**src/rtl/vga_bin_reader_pkg.sv**
```systemverilog
// +------------------------------------------------------------------+
// | vga_bin_reader_pkg : shared xy_bin geometry, palette and states  |
// | Rev 1.0                                                          |
// +------------------------------------------------------------------+
`default_nettype none

package vga_bin_reader_pkg;

    localparam int H_ACTIVE = 640;
    localparam int V_ACTIVE = 480;
    localparam int ADDR_W   = 19;
    localparam int BIN_W    = 3;

    // Entry 0 is the rightmost element of the concatenation.
    localparam logic [7:0][11:0] PALETTE = {
        12'hFFF, 12'hF0F, 12'h0FF, 12'hFF0,
        12'h00F, 12'h0F0, 12'hF00, 12'h000
    };

    typedef enum logic [1:0] {
        IDLE     = 2'd0,
        WAIT_SOF = 2'd1,
        STREAM   = 2'd2
    } state_t;

    // v*640 + h without a multiplier: 640 = 512 + 128.
    function automatic logic [ADDR_W-1:0] pix_addr(input logic [9:0] h, input logic [9:0] v);
        logic [ADDR_W-1:0] vv;
        logic [ADDR_W-1:0] hh;
        vv = ADDR_W'(v);
        hh = ADDR_W'(h);
        return (vv << 9) + (vv << 7) + hh;
    endfunction

endpackage

`default_nettype wire

```
**src/rtl/vga_bin_reader_sync_delay_pipe.sv**
```systemverilog
// +------------------------------------------------------------------+
// | sync_delay_pipe : strobe-gated delay line for hsync/vsync/blank  |
// | Rev 1.0                                                          |
// +------------------------------------------------------------------+
`default_nettype none

module sync_delay_pipe #(
    parameter int DEPTH = 2,
    parameter int WIDTH = 3
) (
    input  logic             clk,
    input  logic             reset_n,
    input  logic             en,
    input  logic [WIDTH-1:0] d,
    output logic [WIDTH-1:0] q
);

    logic [WIDTH-1:0] pipe_q [DEPTH];

    always_ff @(posedge clk) begin
        if (!reset_n) begin
            for (int i = 0; i < DEPTH; i++) pipe_q[i] <= '0;
        end else if (en) begin
            pipe_q[0] <= d;
            for (int i = 1; i < DEPTH; i++) pipe_q[i] <= pipe_q[i-1];
        end
    end

    assign q = pipe_q[DEPTH-1];

endmodule

`default_nettype wire

```
**src/rtl/vga_bin_reader.sv**
```systemverilog
// +------------------------------------------------------------------+
// | vga_bin_reader : streams xy_bin BRAM bins to VGA RGB via palette |
// | Rev 1.0                                                          |
// +------------------------------------------------------------------+
`default_nettype none

module vga_bin_reader
    import vga_bin_reader_pkg::*;
(
    input  logic              clk,
    input  logic              reset_n,
    input  logic              pix_en,
    input  logic              vga_start,
    input  logic [9:0]        hcount,
    input  logic [9:0]        vcount,
    input  logic              hsync_in,
    input  logic              vsync_in,
    input  logic              blank_in,
    input  logic [BIN_W-1:0]  bin_data,
    output logic [ADDR_W-1:0] vga_bram_addr,
    output logic              rd_en,
    output logic [11:0]       rgb,
    output logic              hsync_out,
    output logic              vsync_out,
    output logic              blank_out,
    output logic              streaming,
    output logic              frame_done
);

    state_t            state_q;
    logic              frame_done_q;
    logic              rd_en_q;
    logic [ADDR_W-1:0] addr_q;
    logic [11:0]       rgb_q;

    logic              sof;
    logic              visible;
    logic              last_px;
    logic              active_d;
    logic [ADDR_W-1:0] addr_d;

    assign sof     = (hcount == 10'd0) && (vcount == 10'd0);
    assign visible = (hcount < 10'(H_ACTIVE)) && (vcount < 10'(V_ACTIVE));
    assign last_px = (hcount == 10'(H_ACTIVE - 1)) && (vcount == 10'(V_ACTIVE - 1));
    assign addr_d  = pix_addr(hcount, vcount);

    // The SOF strobe that moves WAIT_SOF into STREAM already reads pixel 0,
    // so the first streamed frame is complete.
    assign active_d = visible &&
                      ((state_q == STREAM) ||
                       ((state_q == WAIT_SOF) && vga_start && sof));

    always_ff @(posedge clk) begin
        if (!reset_n) begin
            state_q      <= IDLE;
            frame_done_q <= 1'b0;
        end else begin
            frame_done_q <= 1'b0;
            case (state_q)
                IDLE: begin
                    if (pix_en && vga_start) state_q <= WAIT_SOF;
                end
                WAIT_SOF: begin
                    if (!vga_start)         state_q <= IDLE;
                    else if (pix_en && sof) state_q <= STREAM;
                end
                STREAM: begin
                    if (pix_en && last_px) begin
                        frame_done_q <= 1'b1;
                        if (!vga_start) state_q <= IDLE;
                    end
                end
                default: state_q <= IDLE;
            endcase
        end
    end

    // rd_en_q doubles as the stage-1 "active" flag seen by the palette stage.
    always_ff @(posedge clk) begin
        if (!reset_n) begin
            rd_en_q <= 1'b0;
            addr_q  <= '0;
            rgb_q   <= 12'h000;
        end else if (pix_en) begin
            rd_en_q <= active_d;
            if (active_d) addr_q <= addr_d;
            rgb_q   <= rd_en_q ? PALETTE[bin_data] : 12'h000;
        end
    end

    sync_delay_pipe #(
        .DEPTH (2),
        .WIDTH (3)
    ) u_sync_delay_pipe (
        .clk     (clk),
        .reset_n (reset_n),
        .en      (pix_en),
        .d       ({hsync_in, vsync_in, blank_in}),
        .q       ({hsync_out, vsync_out, blank_out})
    );

    assign vga_bram_addr = addr_q;
    assign rd_en         = rd_en_q;
    assign rgb           = rgb_q;
    assign streaming     = (state_q == STREAM);
    assign frame_done    = frame_done_q;

endmodule

`default_nettype wire
```
**config.mk**
```make
export PLATFORM = sky130hd
export DESIGN_NAME = vga_bin_reader
export DESIGN_NICKNAME = d
export VERILOG_FILES = /design/src/rtl/vga_bin_reader_pkg.sv /design/src/rtl/vga_bin_reader_sync_delay_pipe.sv /design/src/rtl/vga_bin_reader.sv
export SDC_FILE = /design/constraint.sdc
export NUM_CORES = 1
export LEC_CHECK = 0
export ABC_AREA = 1
export ABC_CLOCK_PERIOD_IN_PS = 3400
export BUFFER_PORTS_ARGS = -buffer_cell sky130_fd_sc_hd__buf_4
export CAP_MARGIN = 30
export CORE_ASPECT_RATIO = 0.9
export CORE_MARGIN = 2
export CORE_UTILIZATION = 55
export DETAILED_ROUTE_END_ITERATION = 6
export PLACE_DENSITY = 0.87
export SYNTH_ARGS = -nofsm -noshare
export SYNTH_HDL_FRONTEND = slang
export SYNTH_HIERARCHICAL = 1
export SYNTH_SLANG_ARGS = --single-unit
```
**constraint.sdc**
```tcl
create_clock -name clk -period 3.4 [get_ports clk]
set_input_delay 0.34 -clock clk [delete_from_list [all_inputs] [get_ports clk]]
set_output_delay 0.34 -clock clk [all_outputs]
set_load 0.02 [all_outputs]
```
==> results.toml <==
[floorplanning]
rows = 22
chipHeight_um = 64.7
io_pins = 67
initial_core_util_pct = 56.3
dieWidth_um = 71.4
core_um2 = 3990
die_area_um2 = 4620

[global_route]
antenna_found_initial = 0
grt_max_degree = 24
grt_pass1_vias = 1962
grt_first_pass_wirelength_mm = 8.87
grt_use_total_pct = 24.4
gr-total-overflow = 0

[sta]
fin_crit_sh_pct = 61.3
finalSetupViolations = 0
drv_slew = 0
fin_setup_tns_ns = 0
layout_setup_ws_ns = 1.32
fmax_mhz = 480
rsz0062_at_grt = "no"
hold_viol_final = 0
hold-worst-slack_ns = 0.348
min_period_ns = 2.08
skew_ns = 0.00484
slew_headroom_pct = 75.7
worst_pin_slew_ns = 0.365

[final_layout]
nets = 427
n_antenna_cell = 0
layout-drive-gt1-share_pct = 24.7
final_cells = 425
syn2layout_area_growth_pct = 23.4

[detailed_routing]
vias_per_cell = 5.34
drtAntennaViolNets = 0
routedWlPerCell_um = 12.6
drt_first_pass_iters = 5
route.vias.total = 2271
drc_errors = 0
wl_mm = 5.37
initialDrtViolationCount = 198

[outcome]
status = "complete, no violations"

[logic_synthesis]
yosysWarningCount = 6
synth.distinct_cells = 29
ys_ff_latch = 32
syn_nets = 370
synthFlopType = "dfxtp_1"
synth_area_leaders = "dfxtp_1, nand2_1, ha_1"
synth.top_cell.area_share_pct = 23.1
async_reset_ff_share_pct = 0
yosysTopAreaCell = "dfxtp_1"
synth_edf_count = 6
syn-cell-area_um2 = 2250
yosysSeqAreaShare_pct = 31.2
postSynthCellCount = 319
syn_avg_cell_area_um2 = 7.05

[power]
clock_power_share_pct = 33.4
internal_power_uw = 675
peakVddDrop_uv = 161
p_sw_share_pct = 29.6
p_sw_uw = 284
power.density_nw_per_um2 = 346
power_uw = 959
pwr-share-comb_pct = 25.0
p_leak_nw = 1.43
p_seq_share_pct = 41.6

[worst_setup_path]
path_cells = "buf_4, inv_1, fa_1, inv_1, fa_1, nand3_1, nand3_1, nand2_1, nand2_1, nand2_1, nand2_1, nand3_1, nand2_1, nor2_1"
arrival_ns = 2.31
path_delay_family = "adder cells"
cpMaxStageDelayCell = "fa_1"
critical_path_required_ns = 3.63
cp_slowest_stage_delay_ns = 0.54
crit_buf_inv = 3
worstSetupPathType = "input pin to flop"
cp_max_fo = 3
worst_path_most_repeated_cell = "nand2_1"
critPathCaptureType = "flop"
cp-start-kind = "input pin"

[clock_tree]
cts_tree = "yes"
cts_buffers = 5
cts_root_buf = "clkbuf_8"
holdBufCountCts = 0
path_clk_slew_ns = 0.07
postCtsSetupBuffers = 0
clock_path_buffers = 2
h-tree-depth = 2
clock_latency_ns = 0.29
cts_resized = 0
cts.sink_count = 32

[placement]
dpl.hpwl_mm = 4.25
dpl.cell_count = 417
place_ws_ns = 1.04
place.gp.congestion = 0.922
io_buffers = 66

[hold_path]
hold_path_class = "input pin to flop"

[flow_run]
drv_cap = 0
[per-stage QoR]
| stage | utilization (%) | instance area (um2) |
|---|---|---|
| after floorplan | - | 2250 |
| after global placement | 67.0 | 2680 |
| after detailed placement | 67.0 | 2680 |
| after CTS | 69.5 | 2780 |
| after global routing | 69.5 | 2780 |
| final | 69.5 | 2780 |
[power groups by stage]
stage | registers [mW] | clock network, mW | logic (mW)
CTS | 0.399 | 0.321 | 0.236
finish | 0.399 | 0.321 | 0.239
detailed placement | 0.407 | 0 | 0.234
global placement | 0.407 | 0 | 0.229
global route | 0.400 | 0.341 | 0.268
floorplan | 0.409 | 0 | 0.153
[path summary, 6_finish.rpt]
kind | from | endpoint | slack [ns] | cells past startpoint
max | hcount[9] | vga_bram_addr[14] | 1.32 | 14
min | hcount[4] | vga_bram_addr[4] | 0.35 | 3
max reg2reg | state_q[1] | vga_bram_addr[6] | 2.01 | 9
min reg2reg | vga_bram_addr[10] | vga_bram_addr[10] | 0.49 | 2
[cells in the mapped netlist (all sizes together) (2+ instances only)]
| cell | n |
|---|---|
| nor2 | 72 |
| nand2 | 67 |
| inv | 36 |
| dfxtp | 26 |
| nand3 | 21 |
| ha | 19 |
| o21ai | 18 |
| a21oi | 14 |
| buf | 14 |
| nand4 | 7 |
| edfxtp | 6 |
| nand3b | 4 |
| nor3 | 3 |
| xor2 | 3 |
| clkbuf | 2 |
| fa | 2 |
[area by class of cell]
class                           count  area [um2]
Fill cell                         326        1220
Sequential cell                    32         701
Inverter                           37         144
Tap cell                           48        60.1
Multi-Input combinational cell    234        1270
Timing Repair Buffer               66         495
Clock buffer                        8         100
[logic make-up (layout without fill, tap and decap cells)]
group,Yosys count,after routing,synth area share [%]
buf+inv,53,111,12.1
fa+ha+maj,21,21,12.4
compound gates,35,35,8.63
simple gates,175,175,34.6
xor+xnor,3,3,1.17
flops,32,32,31.2
[layout by cell type (no fill, tap or decap)]
master     n
nand2_4    2
dfxtp_1   26
nand2_2    1
nor2_1    59
nand3b_1   4
o21bai_1   1
edfxtp_1   6
nand4_1    7
fa_1       2
xor2_1     3
a21oi_1   13
a21o_1     1
a21oi_4    1
nand3_2    1
nand2_1   64
buf_4     66
o211ai_1   1
o21ai_0   18
inv_1     35
ha_1      19
clkbuf_1   1
clkbuf_8   7
nor3_1     3
nand3_1   20
nor2_2    13
clkinv_4   1
nor4_1     1
inv_2      1
[registers in the layout, summed over array words and instances, names as in the netlist]
name                      cells
state_q                       2
frame_done                    1
vga_bram_addr                19
u_sync_delay_pipe/pipe_q      6
rd_en                         1
rgb                           3
[worst min-delay path, stage by stage]
cell     delay [ns]
buf_4          0.10
o21ai_0        0.08
nor2_1         0.07
[per-layer routing]
| metal | global-route usage, % | vias up | wire length [um] |
|---|---|---|---|
| li1 | - | 1135 | - |
| met1 | 34.8 | 1030 | 2420 |
| met2 | 37.7 | 97 | 2400 |
| met3 | 3.89 | 9 | 469 |
| met4 | 7.78 | 0 | 77 |
| met5 | 0 | - | 0 |
Note: power is estimated with default switching activity, not from simulation.
